`src/rtl/bus_pkg.sv`:
```
// Shared types and sizing for the CPU-side Wishbone master.
package bus_pkg;

  localparam int ADDR_W          = 32;
  localparam int DATA_W          = 32;
  localparam int SEL_W           = 4;
  localparam int DEFAULT_TIMEOUT = 255;

  typedef enum logic [1:0] {
    IDLE         = 2'd0,
    BUSY         = 2'd1,
    WAIT_RELEASE = 2'd2
  } bus_state_t;

  // One latched memory-stage request, as driven onto the bus.
  typedef struct packed {
    logic [ADDR_W-1:0] addr;
    logic [DATA_W-1:0] data;
    logic [SEL_W-1:0]  sel;
    logic              we;
  } wb_req_t;

endpackage

```
`src/rtl/bus_timeout_counter.sv`:
```
// 8-bit saturating cycle counter with synchronous clear and a terminal-count flag.
module bus_timeout_counter #(
  parameter int TERMINAL = 254
) (
  input  logic clk,
  input  logic rst,
  input  logic i_clr,
  input  logic i_en,
  output logic o_terminal
);

  localparam logic [7:0] TERM_VAL = 8'(TERMINAL);

  logic [7:0] r_count;

  // NOTE: sequential state uses non-blocking assignments so every register samples pre-edge values.
  always_ff @(posedge clk) begin
    if (rst || i_clr) begin
      r_count <= 8'd0;
    end else if (i_en && (r_count != 8'hFF)) begin
      r_count <= r_count + 8'd1;
    end
  end

  assign o_terminal = (r_count == TERM_VAL);

endmodule

```
`src/rtl/mem_bus_master.sv`:
```
// Memory-stage to Wishbone classic-cycle master: stalls the pipeline until ack,
// buffers read data across downstream stalls, aborts on timeout.
module mem_bus_master
  import bus_pkg::*;
#(
  parameter int TIMEOUT_CYCLES = DEFAULT_TIMEOUT
) (
  input  logic              clk,
  input  logic              rst,
  input  logic              cpu_ce_i,
  input  logic              cpu_we_i,
  input  logic [ADDR_W-1:0] cpu_addr_i,
  input  logic [SEL_W-1:0]  cpu_sel_i,
  input  logic [DATA_W-1:0] cpu_data_i,
  output logic [DATA_W-1:0] cpu_data_o,
  input  logic              stall_i,
  input  logic              flush_i,
  output logic              stall_req_o,
  output logic              bus_err_o,
  output logic [ADDR_W-1:0] wishbone_addr_o,
  output logic [DATA_W-1:0] wishbone_data_o,
  output logic              wishbone_we_o,
  output logic [SEL_W-1:0]  wishbone_sel_o,
  output logic              wishbone_stb_o,
  output logic              wishbone_cyc_o,
  input  logic [DATA_W-1:0] wishbone_data_i,
  input  logic              wishbone_ack_i
);

  bus_state_t        r_state;
  bus_state_t        w_next_state;
  wb_req_t           r_req;
  logic              r_cyc;
  logic              r_stb;
  logic [DATA_W-1:0] r_rd_buf;
  logic              r_bus_err;

  logic w_accept;
  logic w_ack;
  logic w_timeout;
  logic w_cnt_en;
  logic w_terminal;

  bus_timeout_counter #(
    .TERMINAL (TIMEOUT_CYCLES - 1)
  ) u_timeout (
    .clk        (clk),
    .rst        (rst),
    .i_clr      (w_accept),
    .i_en       (w_cnt_en),
    .o_terminal (w_terminal)
  );

  always_ff @(posedge clk) begin
    if (rst) r_state <= IDLE;
    else     r_state <= w_next_state;
  end

  // Flush overrides every state; WAIT_RELEASE keeps the held instruction from reissuing.
  always_comb begin
    // NOTE: combinational blocks assign a default first so no path can infer a latch.
    w_next_state = r_state;
    if (flush_i) begin
      w_next_state = IDLE;
    end else begin
      case (r_state)
        IDLE:         if (cpu_ce_i) w_next_state = BUSY;
        BUSY: begin
          if (wishbone_ack_i)  w_next_state = stall_i ? WAIT_RELEASE : IDLE;
          else if (w_terminal) w_next_state = IDLE;
        end
        WAIT_RELEASE: if (!stall_i) w_next_state = IDLE;
        default:      w_next_state = IDLE;
      endcase
    end
  end

  always_comb begin
    w_accept    = (r_state == IDLE) && cpu_ce_i && !flush_i;
    w_ack       = (r_state == BUSY) && wishbone_ack_i && !flush_i;
    w_timeout   = (r_state == BUSY) && !wishbone_ack_i && w_terminal && !flush_i;
    w_cnt_en    = (r_state == BUSY) && !wishbone_ack_i && !w_terminal && !flush_i;
    stall_req_o = w_accept || ((r_state == BUSY) && !flush_i && !wishbone_ack_i && !w_terminal);
    cpu_data_o  = ((r_state == BUSY) && wishbone_ack_i) ? wishbone_data_i : r_rd_buf;
  end

  always_ff @(posedge clk) begin
    if (rst) begin
      r_req     <= '0;
      r_cyc     <= 1'b0;
      r_stb     <= 1'b0;
      r_rd_buf  <= '0;
      r_bus_err <= 1'b0;
    end else begin
      r_bus_err <= w_timeout;
      if (w_accept) begin
        r_req <= '{addr: cpu_addr_i, data: cpu_data_i, sel: cpu_sel_i, we: cpu_we_i};
        r_cyc <= 1'b1;
        r_stb <= 1'b1;
      end else if (flush_i) begin
        r_cyc <= 1'b0;
        r_stb <= 1'b0;
      end else if (w_ack) begin
        r_cyc    <= 1'b0;
        r_stb    <= 1'b0;
        r_req.we <= 1'b0;
        r_rd_buf <= r_req.we ? '0 : wishbone_data_i;
      end else if (w_timeout) begin
        r_cyc    <= 1'b0;
        r_stb    <= 1'b0;
        r_rd_buf <= '0;
      end
    end
  end

  assign wishbone_addr_o = r_req.addr;
  assign wishbone_data_o = r_req.data;
  assign wishbone_sel_o  = r_req.sel;
  assign wishbone_we_o   = r_req.we;
  assign wishbone_cyc_o  = r_cyc;
  assign wishbone_stb_o  = r_stb;
  assign bus_err_o       = r_bus_err;

endmodule

```
`config.mk`:
```
export PLATFORM = sky130hd
export DESIGN_NAME = mem_bus_master
export DESIGN_NICKNAME = d
export VERILOG_FILES = /design/src/rtl/bus_pkg.sv /design/src/rtl/bus_timeout_counter.sv /design/src/rtl/mem_bus_master.sv
export SDC_FILE = /design/constraint.sdc
export NUM_CORES = 1
export LEC_CHECK = 0
export ABC_AREA = 1
export CAP_MARGIN = 20
export CORE_ASPECT_RATIO = 1.25
export CORE_MARGIN = 2
export CORE_UTILIZATION = 43
export CTS_CLUSTER_DIAMETER = 120
export DETAILED_ROUTE_END_ITERATION = 7
export GPL_TIMING_DRIVEN = 0
export PLACE_DENSITY_LB_ADDON = 0.2
export SYNTH_ARGS = -nofsm -noshare
export SYNTH_HDL_FRONTEND = slang
export SYNTH_HIERARCHICAL = 1
export SYNTH_SLANG_ARGS = --single-unit
```
`constraint.sdc`:
```
create_clock -name clk -period 2.3 [get_ports clk]
set_input_delay 0.46 -clock clk [delete_from_list [all_inputs] [get_ports clk]]
set_output_delay 0.46 -clock clk [all_outputs]
set_load 0.01 [all_outputs]
```
==> impl_metrics.env <==
export IMPL_yosysSeqAreaShare_pct=45.8
export IMPL_finalInstanceArea_um2=7860
export IMPL_busiest_layer="met2"
export IMPL_drcViolationCount=0
export IMPL_worst_pin_slew_ps=540
export IMPL_finalWorstSetupSlack_ps=150
export IMPL_timing_fmax_mhz=465
export IMPL_peakVddDrop_v=0.000514
export IMPL_grt_max_degree=17
export IMPL_final_net_count=1078
export IMPL_htree_levels=4
export IMPL_io_buffer_count=210
export IMPL_cts_tree="done"
export IMPL_grt_pass1_wl_um=23300
export IMPL_grt_pass1_vias=4938
export IMPL_postSynthAreaPerCell_um2=6.69
export IMPL_antenna_found_initial=0
export IMPL_nFillCells=965
export IMPL_critPathKind="flop to output pin"
export IMPL_synth_most_common_cell="nand2_1"
export IMPL_ys_top_cells_by_count="282 x nand2_1, 113 x dfxtp_1, 80 x nor2_1"
export IMPL_cts_sinks=113
export IMPL_hpwl_um=10800
export IMPL_synthDistinctLibCells=24
export IMPL_met2_usage_pct=41.7
export IMPL_use_met3_pct=10.8
export IMPL_synth_top_flop_cell="dfxtp_1"
export IMPL_drt_iter0_markers=208
export IMPL_die_h_um=124
export IMPL_slew_violations=0
export IMPL_drive_gt1_share_pct=8.46
export IMPL_hold_buffers=0
export IMPL_synth_seq_cells=113
export IMPL_synth_cells=738
export IMPL_io_pins=212
export IMPL_clk_root_buffer_cell="clkbuf_16"
export IMPL_use_met1_pct=25.8
export IMPL_skew_ps=5.95
export IMPL_end_kind="output pin"
export IMPL_rrSetupSlack_ps=440
export IMPL_synth_edf_count=0
export IMPL_cp_arrival_ps=1690
export IMPL_die_area_um2=12400
export IMPL_viasPerCell=4.73
export IMPL_avgRoutedWirePerCell_um=13.3
export IMPL_utilization_pct=70.6
export IMPL_syn_nets=847
export IMPL_synth_area_leaders="dfxtp_1 46%, nand2_1 21%, a21oi_1 7.8%"
export IMPL_yosysTopAreaCellShare_pct=45.8
export IMPL_hold_viol=0
export IMPL_setup_violations_final=0
export IMPL_place_area_um2=7210
export IMPL_period_needed_ps=2150
export IMPL_crit_required_ps=1840
export IMPL_ant_nets=0
export IMPL_rsz0062_at_grt="no"
export IMPL_dpl_worst_slack_ps=-631
export IMPL_path_clk_slew_ps=50
export IMPL_cts_buffers=17
export IMPL_power_leakage_uw=0.00338
export IMPL_status="complete, no violations"
export IMPL_core_area_um2=11100
export IMPL_num_rows=43
export IMPL_initial_core_util_pct=44.3
export IMPL_via_count=5282
export IMPL_cap_violations=0
export IMPL_fin_crit_sh_pct=93.5
export IMPL_clock_latency_ps=400
export IMPL_hp_class="flop to flop"
export IMPL_synth_largest_area_cell="dfxtp_1"
export IMPL_place_congestion=0.829
export IMPL_cp_start_kind="flop"
export IMPL_hold_ws_ps=460
export IMPL_grt_usage_pct=23.9
export IMPL_synthArstFlopShare_pct=0
export IMPL_cp_max_fo=10
export IMPL_p_per_area_nw_per_um2=718
export IMPL_syn2layout_area_growth_pct=59.2
export IMPL_routed_wl_um=14800
export IMPL_num_antenna_cells=0
export IMPL_clock_path_buffers=2
export IMPL_netlist_area_um2=4940
export IMPL_grt_overflow=0
export IMPL_ys_warn_count=6
export IMPL_relSlewSlack_pct=64.0
export IMPL_dr_pass1_iters=4
export IMPL_die_w_um=99.9
-- layout make-up --
class / count / area (um2) / area share (%)
plain buffers: 48 / 245 / 3.12
clock buffers: 21 / 470 / 5.98
repair buffers: 212 / 2070 / 26.3
multi-input cells: 532 / 2290 / 29.1
well taps: 135 / 169 / 2.15
flip-flops and latches: 113 / 2260 / 28.8
inverters: 45 / 171 / 2.18
clock inverters: 10 / 181 / 2.31
-- logic make-up after synthesis --
logic type / Yosys count / synth area share (%)
buffers and inverters: 93 / 8.06
AND/OR/NAND/NOR: 410 / 33.2
AO/OA/AOI/OAI: 118 / 12.1
flip-flops: 113 / 45.8
XOR/XNOR: 2 / 0.355
adder cells (fa/ha/maj): 2 / 0.507
-- registers in the layout (all words and copies together), names as in the netlist --
name               cells
wishbone_stb_o         1
u_timeout/r_count      8
wishbone_sel_o         4
r_rd_buf              32
bus_err_o              1
r_state                2
wishbone_we_o          1
wishbone_data_o       32
wishbone_addr_o       32
-- where the power goes --
part	internal [uW]	switching (uW)	total [uW]	leakage [uW]
Clock	2000	880	2880	0.000319
Sequential	2030	37.0	2070	0.000920
Combinational	372	327	699	0.00214
-- worst max-delay path: stages (launching register included) --
cell and delay [ps]:
dfxtp_2 340, inv_1 90, nand3_4 110, inv_4 120, clkbuf_2 220, o21ai_0 100, dlygate4sd2_1 310
-- cell usage in the layout, fill, tap and decap left out --
cell type          n
clkinv_4           1
clkbuf_4           1
nor2_1            79
nand2_2            4
xor2_1             1
clkbuf_8           3
nand3_2            2
nand3b_1           1
a21oi_1           77
clkbuf_2           3
o21ai_1           13
clkinv_2           3
inv_2              4
ha_1               2
dlygate4sd2_1     33
buf_2             20
bufinv_16          5
buf_6              2
clkinvlp_4         1
nand2_1          282
inv_1             40
clkdlybuf4s50_1  176
inv_4              1
buf_4              7
dfxtp_1          111
buf_1              1
o21ai_0           27
o211ai_2           1
xnor2_1            1
dfxtp_2            2
nor3_1            33
clkbuf_16         17
nand3_4            2
nor2_2             4
clkbuf_1          18
nand3_1            3
-- routing by layer --
metal,part of all wire (%),wire (um)
met5,0,0
met3,9.6,1420
met4,1.7,248
met1,41,6010
met2,48,7120
-- worst paths after layout --
| check | start | endpoint | cells after the start |
|---|---|---|---|
| max | r_state[1]$_SDFFE_PP0P_ | cpu_data_o[28] | 6 |
| min | r_rd_buf[4]$_SDFFE_PP0P_ | r_rd_buf[4]$_SDFFE_PP0P_ | 2 |
| max reg2reg | u_timeout/r_count[0]$_SDFFE_PP0P_ | u_timeout/r_count[7]$_SDFFE_PP0P_ | 12 |
| min reg2reg | r_rd_buf[4]$_SDFFE_PP0P_ | r_rd_buf[4]$_SDFFE_PP0P_ | 2 |
-- through the flow --
| stage | TNS (ps) | std cells | total power (uW) |
|---|---|---|---|
| after global routing | 0 | 1116 | 5850 |
| after global placement | -18180 | 1083 | 2820 |
| after CTS | 0 | 1116 | 5690 |
| final | 0 | 1116 | 5650 |
| after floorplan | 0 | 738 | 2390 |
| after detailed placement | -17890 | 1083 | 2820 |
-- timing repair --
action	in CTS	in global routing
buffers inserted	2	0
endpoints found under the setup margin	33	1
resized for setup	50	2
gates cloned	0	0
No activity file was read; power rests on OpenSTA's default activity.
